$ cat src/rtl/ovc_allocator_if.sv
// ovc_allocator_if
//   Bundles the allocator's handshake, release, credit and status signals.
//   master: the side driving requests, sends and credit returns (router
//           datapath / input VC buffers).
//   slave : the allocator itself.
//   Signals:
//     req        requesting input VCs (bit per input VC)
//     grant      one-hot grant pulse back to the input VCs
//     grant_ovc  output VC bound by the current grant
//     flit_sent  a flit left on output VC sent_ovc
//     sent_last  that flit was tail/single; releases the output VC
//     credit_in  one downstream credit returned for credit_ovc
//     credit     packed per-output-VC credit counters
//     ovc_busy   per-output-VC allocated flags
//     err        sticky protocol error
interface ovc_allocator_if #(
    parameter int unsigned NUM_IVC = 20,
    parameter int unsigned NUM_OVC = 4,
    parameter int unsigned OVC_W   = 2,
    parameter int unsigned CRED_W  = 3
);
    logic [NUM_IVC-1:0]        req;
    logic [NUM_IVC-1:0]        grant;
    logic [OVC_W-1:0]          grant_ovc;
    logic                      flit_sent;
    logic [OVC_W-1:0]          sent_ovc;
    logic                      sent_last;
    logic                      credit_in;
    logic [OVC_W-1:0]          credit_ovc;
    logic [NUM_OVC*CRED_W-1:0] credit;
    logic [NUM_OVC-1:0]        ovc_busy;
    logic                      err;

    modport master (
        output req, flit_sent, sent_ovc, sent_last, credit_in, credit_ovc,
        input  grant, grant_ovc, credit, ovc_busy, err
    );

    modport slave (
        input  req, flit_sent, sent_ovc, sent_last, credit_in, credit_ovc,
        output grant, grant_ovc, credit, ovc_busy, err
    );
endinterface

$ cat src/rtl/ovc_allocator.sv
// ovc_allocator
//   Per-output-port virtual-channel allocator and downstream credit tracker.
//   Round-robin arbitration among input VCs waiting for an output VC on this
//   port; each winner is bound to the lowest free output VC until its
//   tail/single flit leaves. One credit counter per output VC.
//
//   Ports:
//     clk  clock
//     rst  synchronous, active-high reset
//     bus  ovc_allocator_if.slave: req/grant/grant_ovc handshake,
//          flit_sent/sent_ovc/sent_last release, credit_in/credit_ovc
//          returns, credit/ovc_busy/err status. All outputs are registered.
//
//   Build option:
//     OVC_DRAIN_CHECK_EN  when defined, a free output VC is allocatable only
//                         once its credit has returned to CREDIT_MAX
//                         (downstream fully drained). Undefined: any free
//                         output VC is allocatable.
module ovc_allocator #(
    parameter int unsigned NUM_IVC    = 20,
    parameter int unsigned IVC_W      = 5,
    parameter int unsigned NUM_OVC    = 4,
    parameter int unsigned OVC_W      = 2,
    parameter int unsigned CREDIT_MAX = 4,
    parameter int unsigned CRED_W     = 3
) (
    input  logic           clk,
    input  logic           rst,
    ovc_allocator_if.slave bus
);

    // ------------------------------------------------------------------
    // State
    // ------------------------------------------------------------------
    logic [NUM_OVC-1:0] busy_q;
    logic [IVC_W-1:0]   owner_q [NUM_OVC];
    logic [CRED_W-1:0]  cred_q  [NUM_OVC];
    logic [IVC_W-1:0]   rr_q;
    logic [NUM_IVC-1:0] grant_q;
    logic [OVC_W-1:0]   grant_ovc_q;
    logic               err_q;

    // ------------------------------------------------------------------
    // Next-state / combinational signals
    // ------------------------------------------------------------------
    logic [NUM_IVC-1:0] owned;
    logic [NUM_IVC-1:0] eligible;
    logic [NUM_OVC-1:0] alloc_ok;
    logic               free_found;
    logic [OVC_W-1:0]   free_idx;
    logic               win_found;
    logic [IVC_W-1:0]   win_idx;
    int unsigned        cand;
    logic               do_alloc;
    logic [IVC_W-1:0]   rr_d;
    logic [NUM_IVC-1:0] grant_d;
    logic [NUM_OVC-1:0] busy_d;
    logic [NUM_OVC-1:0] snd;
    logic [NUM_OVC-1:0] ret;
    logic [NUM_OVC-1:0] underflow;
    logic [NUM_OVC-1:0] overflow;
    logic [CRED_W-1:0]  cred_d [NUM_OVC];
    logic               send_on_free;

    // Requesters already holding an output VC are masked so a requester
    // still dropping req after its grant cannot be granted twice.
    always_comb begin
        owned = '0;
        for (int unsigned i = 0; i < NUM_IVC; i++) begin
            for (int unsigned k = 0; k < NUM_OVC; k++) begin
                if (busy_q[k] && (owner_q[k] == IVC_W'(i))) begin
                    owned[i] = 1'b1;
                end
            end
        end
        eligible = bus.req & ~owned;
    end

    // Allocatable output VCs; the lowest index wins. Uses the registered
    // busy bits, so a VC released at this edge is not reused until the next.
    always_comb begin
        for (int unsigned k = 0; k < NUM_OVC; k++) begin
`ifdef OVC_DRAIN_CHECK_EN
            alloc_ok[k] = !busy_q[k] && (cred_q[k] == CRED_W'(CREDIT_MAX));
`else
            alloc_ok[k] = !busy_q[k];
`endif
        end
        free_found = 1'b0;
        free_idx   = '0;
        for (int unsigned k = 0; k < NUM_OVC; k++) begin
            if (!free_found && alloc_ok[k]) begin
                free_found = 1'b1;
                free_idx   = OVC_W'(k);
            end
        end
    end

    // Round-robin search: first eligible requester at or above rr, wrapping.
    always_comb begin
        win_found = 1'b0;
        win_idx   = '0;
        cand      = 0;
        for (int unsigned off = 0; off < NUM_IVC; off++) begin
            cand = int'(rr_q) + off;
            if (cand >= NUM_IVC) begin
                cand = cand - NUM_IVC;
            end
            if (!win_found && eligible[IVC_W'(cand)]) begin
                win_found = 1'b1;
                win_idx   = IVC_W'(cand);
            end
        end
    end

    always_comb begin
        do_alloc = win_found && free_found;
        rr_d     = (win_idx == IVC_W'(NUM_IVC - 1)) ? '0 : win_idx + IVC_W'(1);
        grant_d  = '0;
        if (do_alloc) begin
            grant_d[win_idx] = 1'b1;
        end
    end

    // Busy: release first, then allocation. They never target the same VC
    // unless a send hits a free VC, in which case the new binding wins.
    always_comb begin
        busy_d = busy_q;
        if (bus.flit_sent && bus.sent_last) begin
            busy_d[bus.sent_ovc] = 1'b0;
        end
        if (do_alloc) begin
            busy_d[free_idx] = 1'b1;
        end
        send_on_free = bus.flit_sent && !busy_q[bus.sent_ovc];
    end

    // Credits: a simultaneous send and return cancel out; saturate at both
    // ends and flag the error instead of wrapping.
    always_comb begin
        for (int unsigned k = 0; k < NUM_OVC; k++) begin
            snd[k]       = bus.flit_sent && (bus.sent_ovc == OVC_W'(k));
            ret[k]       = bus.credit_in && (bus.credit_ovc == OVC_W'(k));
            cred_d[k]    = cred_q[k];
            underflow[k] = 1'b0;
            overflow[k]  = 1'b0;
            if (snd[k] && !ret[k]) begin
                if (cred_q[k] == '0) begin
                    underflow[k] = 1'b1;
                end else begin
                    cred_d[k] = cred_q[k] - CRED_W'(1);
                end
            end else if (ret[k] && !snd[k]) begin
                if (cred_q[k] == CRED_W'(CREDIT_MAX)) begin
                    overflow[k] = 1'b1;
                end else begin
                    cred_d[k] = cred_q[k] + CRED_W'(1);
                end
            end
        end
    end

    // ------------------------------------------------------------------
    // Registers
    // ------------------------------------------------------------------
    always_ff @(posedge clk) begin
        if (rst) begin
            busy_q      <= '0;
            rr_q        <= '0;
            grant_q     <= '0;
            grant_ovc_q <= '0;
            err_q       <= 1'b0;
            for (int unsigned k = 0; k < NUM_OVC; k++) begin
                owner_q[k] <= '0;
                cred_q[k]  <= CRED_W'(CREDIT_MAX);
            end
        end else begin
            busy_q  <= busy_d;
            grant_q <= grant_d;
            err_q   <= err_q | (|underflow) | (|overflow) | send_on_free;
            for (int unsigned k = 0; k < NUM_OVC; k++) begin
                cred_q[k] <= cred_d[k];
            end
            if (do_alloc) begin
                grant_ovc_q       <= free_idx;
                owner_q[free_idx] <= win_idx;
                rr_q              <= rr_d;
            end
        end
    end

    // ------------------------------------------------------------------
    // Outputs
    // ------------------------------------------------------------------
    always_comb begin
        bus.credit = '0;
        for (int unsigned k = 0; k < NUM_OVC; k++) begin
            bus.credit[k*CRED_W +: CRED_W] = cred_q[k];
        end
    end

    assign bus.grant     = grant_q;
    assign bus.grant_ovc = grant_ovc_q;
    assign bus.ovc_busy  = busy_q;
    assign bus.err       = err_q;

endmodule

$ cat src/flat_wrapper.sv
// flat-port wrapper written by rule: the top's interface ports become plain ports
module ovc_allocator_flat 
#(
    parameter int unsigned NUM_IVC    = 20,
    parameter int unsigned IVC_W      = 5,
    parameter int unsigned NUM_OVC    = 4,
    parameter int unsigned OVC_W      = 2,
    parameter int unsigned CREDIT_MAX = 4,
    parameter int unsigned CRED_W     = 3
)
  (clk, rst, bus_req, bus_flit_sent, bus_sent_ovc, bus_sent_last, bus_credit_in, bus_credit_ovc, bus_grant, bus_grant_ovc, bus_credit, bus_ovc_busy, bus_err);
  ovc_allocator_if #(.NUM_IVC(NUM_IVC), .NUM_OVC(NUM_OVC), .OVC_W(OVC_W), .CRED_W(CRED_W)) bus_i ();
  input  logic clk;
  input  logic rst;
  input wire logic [$bits(bus_i.req)-1:0] bus_req;
  input wire logic [$bits(bus_i.flit_sent)-1:0] bus_flit_sent;
  input wire logic [$bits(bus_i.sent_ovc)-1:0] bus_sent_ovc;
  input wire logic [$bits(bus_i.sent_last)-1:0] bus_sent_last;
  input wire logic [$bits(bus_i.credit_in)-1:0] bus_credit_in;
  input wire logic [$bits(bus_i.credit_ovc)-1:0] bus_credit_ovc;
  output wire logic [$bits(bus_i.grant)-1:0] bus_grant;
  output wire logic [$bits(bus_i.grant_ovc)-1:0] bus_grant_ovc;
  output wire logic [$bits(bus_i.credit)-1:0] bus_credit;
  output wire logic [$bits(bus_i.ovc_busy)-1:0] bus_ovc_busy;
  output wire logic [$bits(bus_i.err)-1:0] bus_err;
  assign bus_i.req = bus_req;
  assign bus_i.flit_sent = bus_flit_sent;
  assign bus_i.sent_ovc = bus_sent_ovc;
  assign bus_i.sent_last = bus_sent_last;
  assign bus_i.credit_in = bus_credit_in;
  assign bus_i.credit_ovc = bus_credit_ovc;
  assign bus_grant = bus_i.grant;
  assign bus_grant_ovc = bus_i.grant_ovc;
  assign bus_credit = bus_i.credit;
  assign bus_ovc_busy = bus_i.ovc_busy;
  assign bus_err = bus_i.err;
  ovc_allocator #(.NUM_IVC(NUM_IVC), .IVC_W(IVC_W), .NUM_OVC(NUM_OVC), .OVC_W(OVC_W), .CREDIT_MAX(CREDIT_MAX), .CRED_W(CRED_W)) u_core (.clk(clk), .rst(rst), .bus(bus_i));
endmodule
$ cat config.mk
export PLATFORM = sky130hd
export DESIGN_NAME = ovc_allocator_flat
export DESIGN_NICKNAME = d
export VERILOG_FILES = /design/src/rtl/ovc_allocator_if.sv /design/src/rtl/ovc_allocator.sv /design/src/flat_wrapper.sv
export SDC_FILE = /design/constraint.sdc
export NUM_CORES = 1
export LEC_CHECK = 0
export BUFFER_PORTS_ARGS = -buffer_cell sky130_fd_sc_hd__buf_4
export CAP_MARGIN = 20
export CORE_MARGIN = 5
export CORE_UTILIZATION = 55
export CTS_CLUSTER_SIZE = 14
export DETAILED_ROUTE_END_ITERATION = 12
export PLACE_DENSITY = 0.78
export SKIP_LAST_GASP = 1
export SLEW_MARGIN = 30
export SYNTH_ARGS = -nofsm -noshare
export SYNTH_HDL_FRONTEND = slang
export SYNTH_SLANG_ARGS = --single-unit
$ cat constraint.sdc
create_clock -name clk -period 11.7 [get_ports clk]
set_input_delay 2.34 -clock clk [delete_from_list [all_inputs] [get_ports clk]]
set_output_delay 2.34 -clock clk [all_outputs]
set_load 0.05 [all_outputs]
# Word level (Yosys, flattened, before mapping)
# Memory sizes are Yosys's and may differ from the RTL's.
# Index checks and enable logic that the tools add are counted.
totals:
  regBits: 32
  ramBits: 32
  mem_count: 2
  output_inout_bits: 39
  elab_cells: 619
  latch_bits: 0
  rom_bits: 0
op_classes:
  n_div: 0
  mux: 247
  bitwise_logic: 13
  add_sub_neg: 48
  eq_ne: 87
  magnitude_cmp: 46
  reduce_logical: 171
  mul: 0
  n_shift: 0
memory_table:
  columns: ["name", "words", "word_bits", "read_ports", "rd_ports_with_merged_regs", "write_ports", "line", "source"]
  rows:
  - ["u_core.owner_q", 4, 5, 4, 0, 4, "ovc_allocator.sv:36", "logic [IVC_W-1:0] owner_q [NUM_OVC];"]
  - ["u_core.cred_q", 4, 3, 4, 0, 4, "ovc_allocator.sv:37", "logic [CRED_W-1:0] cred_q [NUM_OVC];"]
ops:
  columns: ["op", "count"]
  rows:
  - ["$mux W5", 42]
  - ["$eq A5 B4 Y1 const B", 32]
  - ["$mux W1", 156]
  - ["$lt A5 B6 Y1 const B", 21]
  - ["$logic_and A1 B1 Y1", 124]
  - ["$ge A6 B5 Y1 const B", 19]
  - ["$bmux W1 S5", 20]
  - ["$sub A5 B5 Y5 const B", 20]
  - ["$eq A5 B5 Y1 const B", 17]
  - ["$eq A5 B3 Y1 const B", 16]
  - ["$mux W3", 20]
  - ["$add A5 B4 Y6 const B", 8]
  - ["$eq A5 B2 Y1 const B", 8]
  - ["$logic_not A1 Y1", 33]
  - ["$add A5 B3 Y6 const B", 4]
  - ["$add A5 B5 Y6 const B", 4]
  - ["$and A20 B20 Y20", 1]
  - ["$eq A5 B1 Y1 const B", 4]
  - ["$logic_not A5 Y1", 4]
  - ["$not A20 Y20", 1]
  - ["$add A3 B1 Y3 const B", 4]
  - ["$add A5 B2 Y6 const B", 2]
  - ["$eq A3 B3 Y1 const B", 4]
  - ["$logic_not A3 Y1", 4]
  - ["other kinds (23)", 44]

# Logic depth before layout (Yosys ltp)
# Gate-level depths: netlist of the first run.
# An unclocked memory read counts as a cell.
depth:
  ltp_word: 75
  depth_mapped: 27
  depth_no_buf: 24

# Worst setup path after synthesis of the first run
# Ideal clock, no wire load.
synth_timing:
  kind: "input to register"
  startpoint: "input bus_req[13]"
  endpoint: "register u_core.rr_q[4]"
  required_ps: 11605
  setup_time_ps: 95
  path_stages: 18
  t_arrival_ps: 6408
  path_buffers: 1
  setup_slack_ps: 5196
  path_cell_list: "o21ai_0 nor3_1 mux4_2 mux2_2 a211oi_4 o21ai_2 nor4b_4 and3_1 buf_4 nand2_4 or3_4 o221ai_1 a221oi_2 inv_1 ha_1 inv_1 or3_1 a221oi_1"
synth_via:
  elab_chain_len: 63
  word_cells_on_any_way: 123
  classes_between: "add/sub (1); eq/ne (1); mux (81); bitwise (1); reduce/logical (39)"
synth_rtl:
  columns: ["element", "line", "source"]
  rows:
  - ["start: declaration", "flat_wrapper.sv:15", "input wire logic [$bits(bus_i.req)-1:0] bus_req;"]
  - ["$and A20 B20 Y20 (*)", "ovc_allocator.sv:76", "eligible = bus.req & ~owned;"]
  - ["$bmux W1 S5", "ovc_allocator.sv:109", "if (!win_found && eligible[IVC_W'(cand)]) begin"]
  - ["$mux W1 (implied by the code)", "ovc_allocator.sv:109", null]
  - ["$mux W1", "ovc_allocator.sv:109", null]
  - ["$logic_not A1 Y1", "ovc_allocator.sv:109", null]
  - ["$logic_and A1 B1 Y1", "ovc_allocator.sv:109", null]
  - ["$mux W1", "ovc_allocator.sv:109", null]
  - ["$logic_not A1 Y1", "ovc_allocator.sv:109", null]
  - ["(+47 left out)", null, null]
  - ["$logic_not A1 Y1", "ovc_allocator.sv:109", null]
  - ["$logic_and A1 B1 Y1", "ovc_allocator.sv:109", null]
  - ["$mux W1", "ovc_allocator.sv:109", null]
  - ["$logic_not A1 Y1", "ovc_allocator.sv:109", null]
  - ["$logic_and A1 B1 Y1", "ovc_allocator.sv:109", null]
  - ["$mux W5", "ovc_allocator.sv:109", null]
  - ["$add A5 B1 Y5 or $eq A5 B5 Y1 (tied branches)", "ovc_allocator.sv:118", "rr_d = (win_idx == IVC_W'(NUM_IVC - 1)) ? '0 : win_idx + IVC_W'(1);"]
  - ["$mux W5", "ovc_allocator.sv:118", null]
  - ["end signal: assignment", "ovc_allocator.sv:187", "rr_q <= rr_d;"]
  - ["end: declaration", "ovc_allocator.sv:38", "logic [IVC_W-1:0] rr_q;"]
# Mark *: on every way between the ends. The rest lies on a longest branch, timed or not. The select of a mux whose other input is x is not followed.
# A chain may end at the register's enable or synchronous reset.

# Final worst setup path of the first run
layout_timing:
  startpoint: "register u_core.rr_q[1]"
  endpoint: "register u_core.rr_q[4]"
layout_via:
  elab_chain_len: 64
  word_cells_on_any_way: 201
  classes_between: "add/sub (40); order compare (20); eq/ne (1); mux (101); reduce/logical (39)"
layout_rtl:
  columns: ["element"]
  rows:
  - ["parallel branches: the longest is 64 deep, another holds $add A5 B1 Y6"]
# Several ways; the timed one is not identified. The select of a mux whose other input is x is not followed.

==> metrics.md, run 1 <==
| Metric | Value |
|---|---|
| Die Span Y | 143 um |
| Worst Path Arrival | 8330 ps |
| CTS Buffer Depth | 2 |
| PortBufs | 67 |
| Final ANT Viol Nets | 0 |
| Die ar. | 20,400 um^2 |
| Most common cell after layout, fill and taps aside | nor2_1 |
| CTS sink count | 64 |
| Post-DR vias/cell | 7.05 |
| # rows | 48 |
| Slew Limit Headroom | 38.9% |
| Prevailing post-synth register cell | dfxtp_1 |
| Die W | 143 um |
| CORE AREA | 17,400 um^2 |
| Area share of the largest cell type after synthesis | 9.05% |
| Worst R2R End | u_core.rr_q[4] |
| Mapped Avg Cell Area | 7.50 um^2 |
| Syn Nets | 1,378 |
| DP Wirelength | 29,500 um |
| Vias | 11.0k |
| Period minus WS final | 8090 ps |
| F_max | 124 MHz |
| Worst R2R Start | u_core.rr_q[1] |
| Initial antenna violation count | 1 |
| GRT Total Usage | 35.7% |
| Remaining routing DRC violations | 0 |
| Synth warnings | 0 |
| Seq/Total Area, Yosys | 15.2% |
| RSZ-0062 raised after global routing | no |
| Crit path capture type | flop |
| Pre-CTS setup slack | 3860 ps |
| Post-cts resize count | 0 |
| Syn-to-layout area delta | 9.80% |
| Final Hold Fails | 0 |
| Hold_buf cts | 0 |
| Worst hold path depth | 2 |
| I/O pin cnt | 68 |
| Non-Filler Instances | 1,556 |
| Met1 Use GR | 46.6% |
| FF-to-FF setup slack | 3610 ps |
| Final period utilization | 69.1% |
| Most frequent cells in the layout | 124 x nor2_1, 95 x nand2_1, 82 x buf_4, 74 x nor3_1, 68 x o21ai_0 |
| Final Max Tran Viols | 0 |
| Final Setup Violations | 0 |
| CP Class | flop to flop |
| CP cell instances | buf_4, inv_2, ha_1, a21oi_1, xnor2_1, ha_1, a21boi_0, o211ai_1, nand3_1, a211o_1, and4_1, or3_1, nor4_2, nand3_1, o311ai_0, a2111oi_0, nor4_1, a221oi_2, inv_1, ha_1, inv_1, or3_1, a221oi_1 |
| Postcts setup bufs | 0 |
| Initial core utilization | 56.1% |
| Worst EP required | 11,950 ps |
| Inst Count DP | 1,540 |
| Hold Path End | u_core.rr_q[3] |
| Critical-path top delay cell | nor4_2 |
| Yosys top cell by area | dfxtp_1 |
| Clock transition at path regs | 60 ps |
| Synth async-reset ratio | 0% |
| Top Usage Layer GRT | met2 |
| Final wirelength | 37,300 um |
| Synth unique cells | 96 |
| Aggregate global routing overflow | 0 |
| Cts bufs inserted | 9 |
| Vias in the first global route | 9,904 |
| CP peak stage delay | 690 ps |
| Mapped Cells | 1,297 |
| First-pass GRT wire length | 57,100 um |
| HP Class | flop to flop |
| Status | finished, final reports clean |
| Share of layout cells above drive strength 1 | 13.4% |
| CTS tree | yes |
| Max-cap violations | 0 |
| CP Launch Type | flop |
| Clock Latency Late Sink | 340 ps |
| Diode count | 0 |
| Setup_tns | 0 ps |
| Slew @ Worst Pin | 909 ps |
| Final Net Count | 1,407 |
| Clock skew | 5.87 ps |
| 1st-iter DRT viols | 1,220 |
| Mapped cell area | 9730 um^2 |
| Post-synth EDFFs | 20 |
| Synth area leaders | dfxtp_1 9.1%, edfxtp_1 6.2%, ha_1 6.0% |
| Top cell family by delay on the critical path | simple AND/OR/NAND/NOR gates |
| Largest net degree at the start of global routing | 51 |
| Post-layout worst setup margin | 3610 ps |
| Most frequent CP cell | ha_1 |
| FF-to-FF path depth | 23 |
| M2 GR Usage | 55.5% |
| WL/cell | 24.0 um |
| Worst-path maximum fanout | 36 |
| Flops & latches, synth | 64 |
| Pre-antenna DRT Iters | 8 |
| Placer Congestion | 1.05 |
| H-tree Lvls | 3 |
| Buf/Inv on CP | 4 |
| GR Util met3 | 5.76% |
| HP Start | u_core.rr_q[3] |
| CTS Root Cell | clkbuf_16 |
## sequential cells by signal, summed over array words and instances (netlist names)
| register | cells |
|---|---|
| u_core.bus.grant | 20 |
| u_core.bus.err | 1 |
| u_core.cred_q | 12 |
| u_core.rr_q | 5 |
| u_core.owner_q | 20 |
| u_core.bus.ovc_busy | 4 |
| u_core.bus.grant_ovc | 2 |
## synth_stat cells (all sizes together), types with 26 or more instances
cell	number
xnor2	40
nand2	96
inv	43
o22ai	33
nor3	76
o211ai	27
o21ai	71
nand3	47
nor2	124
buf	26
mux2i	32
a21oi	59
ha	47
dfxtp	44
clkbuf	38
nor4	32
## worst register-to-register path, delay by kind of cell (launching register included)
kind / cells / cell delay, ps
buffers and inverters: 4 / 1110
adders and majority gates: 3 / 960
DFF: 1 / 430
and+or+nand+nor: 7 / 2730
xor gates and xnor gates: 1 / 260
AOI/OAI and AO/OA: 8 / 2500
## layout make-up
| type | count | area, um^2 |
|---|---|---|
| multi-input cells | 1123 | 7840 |
| fillers | 1592 | 6670 |
| flip-flops and latches | 64 | 1480 |
| repair buffers | 82 | 616 |
| well taps | 225 | 282 |
| clock buffers | 10 | 229 |
| inverters | 46 | 173 |
| clock inverters | 6 | 60.1 |
## per-stage QoR
step	hold slack, ps	area (um^2)	util (%)
2_1_floorplan	710	9730	-
3_3_place_gp	494	10400	59.7
3_5_place_dp	503	10400	59.8
4_1_cts	511	10700	61.4
5_1_grt	534	10700	61.5
6_report	509	10700	61.5
## cells by family after synthesis
group	synth area share (%)
compound gates	27.9
xor+xnor	4.41
simple gates	32.2
flops	15.2
mux	8.62
fa+ha+maj	7.07
buf+inv	4.59
## metal layers
layer / share of wire (%) / wire length (um) / up-vias
met1: 40 / 15000 / 5140
li1: - / - / 5054
met5: 0 / 0 / -
met2: 45 / 16600 / 637
met3: 8.6 / 3200 / 132
met4: 6.8 / 2530 / 0
## how the worst max path moves through the flow
stage                     cells past startpoint           start  slack (ps)                   end
final                                        23  u_core.rr_q[1]        3610        u_core.rr_q[4]
after global routing                         23  u_core.rr_q[1]        3160        u_core.rr_q[4]
after CTS                                    23  u_core.rr_q[1]        3800        u_core.rr_q[4]
after detailed placement                     23  u_core.rr_q[1]        3860        u_core.rr_q[4]
after global placement                       15     bus_req[19]        3880  u_core.owner_q[2][2]
after floorplan                              18     bus_req[13]        5200        u_core.rr_q[4]
Power of run 1 is left out: the tool's default activity adds up to more than one toggle a clock period on the data nets, which glitch-free logic cannot reach.
==> run 2: changes to the inputs <==
--- a/config.mk
+++ b/config.mk
@@ -11,7 +11,7 @@
 export CORE_UTILIZATION = 55
 export CTS_CLUSTER_SIZE = 14
 export DETAILED_ROUTE_END_ITERATION = 12
-export PLACE_DENSITY = 0.78
+export PLACE_DENSITY = 0.81
 export SKIP_LAST_GASP = 1
 export SLEW_MARGIN = 30
 export SYNTH_ARGS = -nofsm -noshare
==> constraint.sdc (replaced) <==
create_clock -name clk -period 6.7 [get_ports clk]
set_input_delay 1.34 -clock clk [delete_from_list [all_inputs] [get_ports clk]]
set_output_delay 1.34 -clock clk [all_outputs]
set_load 0.05 [all_outputs]
==> run 2 against run 1 <==
Net effect: sequential share of layout area fell by 0.55 points; via count up 3.9%; sequential cell count did not move; cell area rose by 4.3%; non-clock buffer count is 49 higher; count of clock-buffer cells in the layout is the same; cell count grew 3.1%; hold slack improved by 5.9 ps; global-route usage is 1.2 points higher; setup slack got worse by 3300 ps; routed wire length is 3.5% higher; first-iteration DRC count grew 43%; largest cell class unchanged; highest routed layer unchanged.
==> metrics.md, run 2 (synthesis gave the netlist of run 1 again) <==
| Metric | Value |
|---|---|
| Clock Latency Late Sink | 350 ps (about the same) |
| Hold_buf cts | 0 (unchanged) |
| Final ANT Viol Nets | 0 (unchanged) |
| Final cell utilization of the core | 64.2% (+2.6 points) |
| PortBufs | 67 (unchanged) |
| Die W | 143 um (unchanged) |
| Worst hold path depth | 2 (unchanged) |
| 1st-iter DRT viols | 1,743 (+43%) |
| CORE AREA | 17,400 um^2 (unchanged) |
| Critical-path top delay cell | mux2i_1 |
| Clock skew | 15.9 ps (+10.1 ps) |
| CP Launch Type | flop |
| F_max | 157 MHz (+27%) |
| HP Class | flop to flop |
| Final period utilization | 95.2% (+26 points) |
| WL/cell | 24.1 um (+0.31%) |
| Die Span Y | 143 um (unchanged) |
| Remaining routing DRC violations | 0 (unchanged) |
| Top cell family by delay on the critical path | simple AND/OR/NAND/NOR gates |
| Most frequent cells in the layout | 130 x buf_4, 124 x nor2_1, 95 x nand2_1, 74 x nor3_1, 67 x o21ai_0 |
| Pre-antenna DRT Iters | 6 (-2) |
| FF-to-FF path depth | 22 (-4.3%) |
| Worst Path Arrival | 6610 ps (-1720 ps) |
| Most frequent CP cell | ha_1 |
| Final Max Tran Viols | 0 (unchanged) |
| Final Setup Violations | 0 (unchanged) |
| RSZ-0062 raised after global routing | yes |
| Setup_tns | 0 ps (unchanged) |
| Most common cell after layout, fill and taps aside | buf_4 |
| Initial core utilization | 56.1% (unchanged) |
| Largest net degree at the start of global routing | 30 (-41%) |
| Final Net Count | 1,456 (+3.5%) |
| Die ar. | 20,400 um^2 (unchanged) |
| Crit path capture type | flop |
| Critical path depth | 22 (-4.3%) |
| Max-cap violations | 0 (unchanged) |
| Slew Limit Headroom | 34.9% (-4.1 points) |
| Status | finished, final reports clean |
| Vias in the first global route | 10.4k (+5.0%) |
| Share of layout cells above drive strength 1 | 17.6% (+4.2 points) |
| Top Usage Layer GRT | met2 |
| Met1 Use GR | 46.5% (-0.11 points) |
| Post-DR vias/cell | 7.10 (+0.77%) |
| CTS tree | yes |
| Vias | 11.4k (+3.9%) |
| CTS Buffer Depth | 2 (unchanged) |
| GR Util met3 | 7.40% (+1.6 points) |
| CP Class | flop to flop |
| Final Hold Fails | 0 (unchanged) |
| # rows | 48 (unchanged) |
| Diode count | 0 (unchanged) |
| FF-to-FF setup slack | 320 ps (-3300 ps) |
| Clock transition at path regs | 70 ps (about the same) |
| DP Wirelength | 30,500 um (+3.6%) |
| M2 GR Usage | 58.2% (+2.6 points) |
| Worst EP required | 6930 ps (-5020 ps) |
| I/O pin cnt | 68 (unchanged) |
| CTS sink count | 64 (unchanged) |
| Initial antenna violation count | 0 (-1) |
| Cts bufs inserted | 9 (unchanged) |
| Worst-path maximum fanout | 11 (-69%) |
| Slew @ Worst Pin | 967 ps (+57.7 ps) |
| H-tree Lvls | 3 (unchanged) |
| Syn-to-layout area delta | 14.5% |
| Period minus WS final | 6380 ps (-1700 ps) |
| CP peak stage delay | 630 ps (-60 ps) |
| First-pass GRT wire length | 59,000 um (+3.4%) |
| CTS Root Cell | clkbuf_16 |
| Aggregate global routing overflow | 0 (unchanged) |
| Final wirelength | 38,600 um (+3.5%) |
| CP cell instances | buf_4, ha_1, xor2_1, buf_4, ha_1, nand2_1, nand2_1, a21bo_2, mux2i_1, nor3_1, o31a_1, or4b_4, nor3_4, and3_2, nand2_4, or3_4, a32o_2, inv_1, ha_1, inv_1, or3_1, a221oi_1 |
| GRT Total Usage | 36.9% (+1.2 points) |
| Placer Congestion | 1.15 (+9.5%) |
| Buf/Inv on CP | 4 (unchanged) |
## run 2: metal layers
metal	vias up	part of all wire, %
li1	5159	-
met1	5193	38
met3	192	11
met5	-	0
met4	0	7.9
met2	851	43
## run 2: final timing paths
check	start	end
max	u_core.rr_q[1]	u_core.rr_q[4]
min	u_core.bus.grant_ovc[0]	u_core.bus.grant_ovc[0]
max reg2reg	u_core.rr_q[1]	u_core.rr_q[4]
min reg2reg	u_core.bus.grant_ovc[0]	u_core.bus.grant_ovc[0]
## run 2: area by class of cell
type	instances	area, um^2
Clock buffer	10	250
Clock inverter	6	72.6
Fill cell	1574	6220
Inverter	46	173
Multi-Input combinational cell	1123	7890
Sequential cell	64	1480
Tap cell	225	282
Timing Repair Buffer	131	987
## run 2: through the flow
stage	worst slack, ps	instance area, um^2	hold slack [ps]	instances
3_3_place_gp	288	10700	486	1580
5_1_grt	-94.8	11100	562	1605
2_1_floorplan	313	9730	710	1297
6_report	319	11100	515	1605
3_5_place_dp	31.1	10700	506	1580
4_1_cts	2.20	11000	514	1596
## run 2: worst reg2reg max path: cells and delay by family (launching register included)
| kind | cells | cell delay (ps) |
|---|---|---|
| compound gates | 4 | 1210 |
| xor+xnor | 1 | 250 |
| fa+ha+maj | 3 | 760 |
| buf+inv | 4 | 730 |
| flops | 1 | 390 |
| mux | 1 | 630 |
| simple gates | 9 | 2310 |
## run 2: timing repair
item                                    CTS  global route
endpoints found under the setup margin    0            36
setup buffers                             0             9
gates resized for setup                   0            21
Power of run 2 is left out for the same reason.
